===== src/rtl/sh7034_extbus_responder.sv =====
// SH7034 external-bus target: decodes one CS area, stretches the CPU cycle with WAIT_N
// and bridges each access onto a req/ack memory port, optionally posting one write.
module sh7034_extbus_responder #(
  parameter int ADDR_W  = 21,
  parameter int BUS8    = 0,
  parameter int POST_WR = 1
) (
  input  logic              CLK,
  input  logic              RST_N,
  input  logic              CE_R,
  input  logic              CE_F,
  input  logic [23:0]       A,
  input  logic [15:0]       DI,
  output logic [15:0]       DO,
  output logic              DO_OE,
  input  logic              CS_N,
  input  logic              RD_N,
  input  logic              WRH_N,
  input  logic              WRL_N,
  output logic              WAIT_N,
  output logic [ADDR_W-1:0] MEM_A,
  output logic [15:0]       MEM_DO,
  input  logic [15:0]       MEM_DI,
  output logic [1:0]        MEM_BE,
  output logic              MEM_WE,
  output logic              MEM_REQ,
  input  logic              MEM_ACK
);

  typedef enum logic [2:0] {IDLE, RD_MEM, WR_MEM, HOLD, DRAIN} state_t;

  state_t             state, state_nx;
  logic               wait_r, wait_nx;
  logic [15:0]        do_r, do_nx;
  logic               oe_r, oe_nx;
  logic               req_r, req_nx;
  logic               we_r, we_nx;
  logic [1:0]         be_r, be_nx;
  logic [ADDR_W-1:0]  a_r, a_nx;
  logic [15:0]        wd_r, wd_nx;
  logic               pend, pend_nx;
  logic               abort, abort_nx;

  logic               ack, det, strobe, launch;
  logic [ADDR_W-1:0]  acc_a;
  logic [1:0]         acc_be;
  logic [15:0]        acc_do, rd_data;
  logic               unused_bits;

  assign unused_bits = ^{CE_F, A};

  assign strobe = !RD_N || !WRH_N || !WRL_N;
  assign det    = CE_R && !CS_N && strobe;
  // ACK is only meaningful against an outstanding request; stray ACKs are dropped.
  assign ack    = MEM_ACK && req_r;

  assign acc_a  = (BUS8 != 0) ? A[ADDR_W-1:0] : A[ADDR_W:1];
  assign acc_be = (BUS8 != 0) ? (A[0] ? 2'b01 : 2'b10)
                : (!RD_N ? 2'b11 : {~WRH_N, ~WRL_N});
  assign acc_do = (BUS8 != 0) ? {DI[7:0], DI[7:0]} : DI;
  assign rd_data = (BUS8 != 0) ? {8'h00, (be_r[1] ? MEM_DI[15:8] : MEM_DI[7:0])} : MEM_DI;

  always_ff @(posedge CLK) begin
    if (!RST_N) state <= IDLE;
    else        state <= state_nx;
  end

  always_comb begin
    state_nx = state;
    wait_nx  = wait_r;
    do_nx    = do_r;
    oe_nx    = oe_r;
    req_nx   = req_r;
    we_nx    = we_r;
    be_nx    = be_r;
    a_nx     = a_r;
    wd_nx    = wd_r;
    pend_nx  = pend;
    abort_nx = abort;
    launch   = 1'b0;

    // Background completion: also drains a posted write from any state.
    if (ack) begin
      req_nx  = 1'b0;
      pend_nx = 1'b0;
    end

    case (state)
      IDLE: begin
        if (det) begin
          if (pend && !ack) begin
            wait_nx  = 1'b0;
            state_nx = DRAIN;
          end else begin
            launch = 1'b1;
          end
        end
      end
      RD_MEM: begin
        if (ack) begin
          wait_nx = 1'b1;
          if (abort || CS_N) begin
            state_nx = IDLE;
          end else begin
            do_nx    = rd_data;
            oe_nx    = 1'b1;
            state_nx = HOLD;
          end
        end else if (CS_N) begin
          abort_nx = 1'b1;
        end
      end
      WR_MEM: begin
        if (ack) begin
          wait_nx  = 1'b1;
          state_nx = (abort || CS_N) ? IDLE : HOLD;
        end else if (CS_N) begin
          abort_nx = 1'b1;
        end
      end
      DRAIN: begin
        // The CPU is still stalled on a qualified access; restart it directly.
        if (ack) begin
          if (abort || CS_N || !strobe) begin
            wait_nx  = 1'b1;
            state_nx = IDLE;
          end else begin
            launch = 1'b1;
          end
        end else if (CS_N) begin
          abort_nx = 1'b1;
        end
      end
      HOLD: begin
        if (CS_N || !strobe) begin
          oe_nx    = 1'b0;
          state_nx = IDLE;
        end
      end
      default: state_nx = IDLE;
    endcase

    if (launch) begin
      abort_nx = 1'b0;
      a_nx     = acc_a;
      be_nx    = acc_be;
      req_nx   = 1'b1;
      if (!RD_N) begin
        we_nx    = 1'b0;
        wait_nx  = 1'b0;
        state_nx = RD_MEM;
      end else begin
        we_nx = 1'b1;
        wd_nx = acc_do;
        if (POST_WR != 0) begin
          pend_nx  = 1'b1;
          wait_nx  = 1'b1;
          state_nx = HOLD;
        end else begin
          wait_nx  = 1'b0;
          state_nx = WR_MEM;
        end
      end
    end
  end

  always_ff @(posedge CLK) begin
    if (!RST_N) begin
      wait_r <= 1'b1;
      do_r   <= '0;
      oe_r   <= 1'b0;
      req_r  <= 1'b0;
      we_r   <= 1'b0;
      be_r   <= '0;
      a_r    <= '0;
      wd_r   <= '0;
      pend   <= 1'b0;
      abort  <= 1'b0;
    end else begin
      wait_r <= wait_nx;
      do_r   <= do_nx;
      oe_r   <= oe_nx;
      req_r  <= req_nx;
      we_r   <= we_nx;
      be_r   <= be_nx;
      a_r    <= a_nx;
      wd_r   <= wd_nx;
      pend   <= pend_nx;
      abort  <= abort_nx;
    end
  end

  assign WAIT_N  = wait_r;
  assign DO      = do_r;
  assign DO_OE   = oe_r;
  assign MEM_REQ = req_r;
  assign MEM_WE  = we_r;
  assign MEM_BE  = be_r;
  assign MEM_A   = a_r;
  assign MEM_DO  = wd_r;

endmodule

===== config.mk =====
export PLATFORM = sky130hd
export DESIGN_NAME = sh7034_extbus_responder
export DESIGN_NICKNAME = d
export VERILOG_FILES = /design/src/rtl/sh7034_extbus_responder.sv
export SDC_FILE = /design/constraint.sdc
export NUM_CORES = 1
export LEC_CHECK = 0
export ABC_AREA = 1
export CAP_MARGIN = 10
export CORE_MARGIN = 1.5
export CORE_UTILIZATION = 36
export DETAILED_ROUTE_END_ITERATION = 10
export GPL_ROUTABILITY_DRIVEN = 0
export MAX_ROUTING_LAYER = met4
export PLACE_DENSITY = 0.81
export SYNTH_ARGS = -nofsm -noshare
export SYNTH_HDL_FRONTEND = slang
export SYNTH_SLANG_ARGS = --single-unit

===== constraint.sdc =====
create_clock -name CLK -period 1.45 [get_ports CLK]
set_clock_uncertainty 0.05 [all_clocks]
set_input_delay 0.29 -clock CLK [delete_from_list [all_inputs] [get_ports CLK]]
set_output_delay 0.29 -clock CLK [all_outputs]
set_load 0.005 [all_outputs]

==> impl_metrics.csv, run 1 <==
group,metric,value,unit
timing,setup_viol,46,
logic_synthesis,netlist-cell-type-count,25,
timing,maxSlewViolCount,0,
global_route,grt_pass1_wl,12400,um
setup_path,cp.required,1670,ps
clock_tree,hold_buffers,0,
die,die-width,85.6,um
logic_synthesis,yosysSeqAreaShare,52.2,%
place,place_area,3830,um^2
logic_synthesis,synth_top_family_by_area,"simple AND/OR/NAND/NOR gates",
place,port_buffers,119,
clock_tree,cts.sinks,64,
place,dpl.hpwl,4980,um
power_and_ir_drop,p_int,3.94,mW
logic_synthesis,synth_largest_area_cell,"dfxtp_1",
timing,setup-tns-final,-6360,ps
timing,whs,272,ps
clock_tree,clockBufferDepth,2,
timing,worstMarginPinSlew,362,ps
clock_tree,worstSkewPairLatency,340,ps
logic_synthesis,ys_ff_latch,64,
setup_path,cp-end-kind,"register",
logic_synthesis,synth_compound_area_share,13.5,%
power_and_ir_drop,peakVddDrop,0.813,mV
place,placed_cells_incl_taps,526,
global_route,antenna_found_initial,0,
logic_synthesis,synth_ff_type,"dfxtp_1",
power_and_ir_drop,clkPwrFrac,26.9,%
logic_synthesis,synth.most_common_cell,"nor2_1",
power_and_ir_drop,comb_power_share,36.7,%
timing,worst_slack,-181,ps
drt,drtAntennaViolNets,0,
setup_path,critPathMaxFanout,7,
layout,fin_util,70.4,%
logic_synthesis,synthAdderAreaFrac,0,%
logic_synthesis,synthXorXnorAreaFrac,0,%
die,die_area,7330,um^2
layout,drive_gt1_share,30.0,%
timing,relSlewSlack,75.9,%
clock_tree,cts_tree,"yes",
clock_tree,cts.clk_slew.worst_paths,60,ps
logic_synthesis,synthCells,323,
global_route,grt_start_max_net_pins,30,
power_and_ir_drop,switchingPower,1.91,mW
drt,vias,2762,
clock_tree,h-tree-depth,3,
timing,finalHoldViolations,0,
die,die_h,85.6,um
clock_tree,numCtsBuffers,9,
setup_path,worst_ep_arrival_time,1850,ps
run_status,status,"finished with violations",
logic_synthesis,synthSimpleGateAreaFrac,27.9,%
drt,totalWireLength,8380,um
drt,avgViaCountPerCell,4.96,
drt,drc,6,
power_and_ir_drop,powerDensity,1290,nW/um^2
layout,nNetsFinal,540,
power_and_ir_drop,p_leak,2.11,nW
die,io_pins,124,
logic_synthesis,synth.area.top_cells,"dfxtp_1, nor2_1, o21ai_0",
setup_path,startpoint_type,"input port",
drt,first_pass_iters,7,
logic_synthesis,synth-edff-count,0,
power_and_ir_drop,p_seq_share,36.4,%
drt,wire_per_inst,15.0,um
timing,min_period,1630,ps
clock_tree,cts-root-buf,"clkbuf_8",
setup_path,r2r_slack,-160,ps
die,start_util,38.0,%
global_route,grt_overflow,0,
timing,rsz0062_at_grt,"true",
logic_synthesis,netlist.area_leader.share,52.2,%
logic_synthesis,synth_mux_area_share,0,%
logic_synthesis,syn_area,2460,um^2
setup_path,worstSetupPathType,"input port to register",
logic_synthesis,ys.warnings.count,0,
global_route,grt.total_usage,22.2,%
layout,instances_no_fill,557,
layout,area_growth,85.0,%
run,cap_violations,0,
setup_path,critical_path.slowest_cell,"clkdlybuf4s50_1",
power_and_ir_drop,p_sw_share,32.7,%
layout,antenna_cells,0,
setup_path,path_cells,"clkdlybuf4s50_1, inv_2, nor2_4, nand2_1, inv_1, nand2_2, nand2_4, nand2_8, buf_12, nand2_4, nand2_2, a21oi_2",
run_status,violations,"DRC, setup timing",
die,coreArea,6460,um^2
hold_path,min_path_type,"input port to register",
timing,post-route-period-util,112,%
timing,clock.fmax,613,MHz
drt,first_iter_violations,158,
logic_synthesis,syn_area_per_cell,7.60,um^2
die,rows,29,
logic_synthesis,synth_commonest_cells,"nor2_1, dfxtp_1, o21ai_0",
setup_path,slowest_delay,480,ps
logic_synthesis,async_flop_share,0,%
layout,final_area,4540,um^2
logic_synthesis,synthesis.nets,388,
global_route,grt_pass1_vias,2770,
==> worst max-delay path, delay by kind of cell <==
family,cells,cell delay (ps)
buf+inv,4,800
simple gates,7,650
compound gates,1,120
==> cell families after synthesis <==
group | count (synthesis)
buf+inv | 29
flops | 64
simple gates | 164
compound gates | 66
==> worst paths after layout <==
check / startpoint / endpoint / cells past startpoint
worst max-delay path: CE_R / state[1]$_SDFFE_PN0P_ / 12
worst min-delay path: RST_N / state[2]$_SDFFE_PN0P_ / 3
worst max register to register: state[1]$_SDFFE_PN0P_ / state[2]$_SDFFE_PN0P_ / 10
worst min register to register: MEM_WE$_SDFFE_PN0P_ / MEM_WE$_SDFFE_PN0P_ / 2
==> state kept, by name, summed over array words and instances, names as in the netlist <==
register	cells
state	3
pend	1
DO	16
DO_OE	1
MEM_REQ	1
MEM_WE	1
MEM_BE	2
abort	1
MEM_A	21
MEM_DO	16
WAIT_N	1
==> cell type report <==
type,instances,area [um^2]
multi-input cells,230,1340
repair buffers,155,1510
fillers,503,1910
clock buffers,13,159
clock inverters,3,40.0
well taps,77,96.3
repair inverters,2,27.5
flip-flops and latches,64,1300
inverters,13,72.6
==> power by group through the flow <==
stage               clock network (mW)  registers [mW]  logic (mW)
finish                            1.57            2.13        2.15
global route                      1.67            2.16        2.31
CTS                               1.57            2.11        1.72
detailed placement                   0            2.14        1.61
global placement                     0            2.14        1.57
floorplan                            0            2.15       0.734
==> cell usage in the layout, fill, tap and decap left out, drive strengths merged <==
master / count
a21oi: 6
a31oi: 1
and2: 1
buf: 35
bufinv: 1
clkbuf: 15
clkdlybuf4s15: 1
clkdlybuf4s50: 54
clkinv: 2
dfxtp: 64
dlygate4sd2: 63
inv: 15
nand2: 31
nand3: 8
nand3b: 1
nor2: 120
nor3b: 1
o21ai: 59
or2: 1
or3: 1
==> routing by layer <==
metal / GRT usage, % / up-vias / share of wire (%)
met1: 24.8 / 1308 / 39
li1: - / 1340 / -
met4: 10.4 / 0 / 2.0
met3: 5.49 / 14 / 5.9
met2: 37.2 / 100 / 53
met5: - / - / 0
==> through the flow <==
step                      total power [mW]  worst slack (ps)
final                                 5.85              -181
after CTS                             5.40             -79.5
after floorplan                       2.89              17.8
after detailed placement              3.75              -511
after global routing                  6.14              -254
after global placement                3.71              -476
==> timing repair <==
action | 4_1_cts | 5_1_grt
setup buffers | 6 | 3
setup endpoints to repair | 106 | 63
resized for setup | 129 | 82
endpoints found under the hold margin | 0 | 0
pin swaps | 9 | 22
gates cloned | 5 | 3
No activity file was read; power rests on OpenSTA's default activity.
==> run 2: changes to the inputs <==
--- a/config.mk
+++ b/config.mk
@@ -10,7 +10,6 @@
 export CORE_MARGIN = 1.5
 export CORE_UTILIZATION = 36
 export DETAILED_ROUTE_END_ITERATION = 10
-export GPL_ROUTABILITY_DRIVEN = 0
 export MAX_ROUTING_LAYER = met4
 export PLACE_DENSITY = 0.81
 export SYNTH_ARGS = -nofsm -noshare
==> results of run 2 <==
The final DEF is identical to that of run 1; final timing and power are the same.
==> run 3: changes to the inputs <==
--- a/config.mk
+++ b/config.mk
@@ -9,6 +9,7 @@
 export CAP_MARGIN = 10
 export CORE_MARGIN = 1.5
 export CORE_UTILIZATION = 36
+export CTS_CLUSTER_SIZE = 24
 export DETAILED_ROUTE_END_ITERATION = 10
 export MAX_ROUTING_LAYER = met4
 export PLACE_DENSITY = 0.81
==> results of run 3 <==
The final DEF is identical to that of run 1; final timing and power are the same.
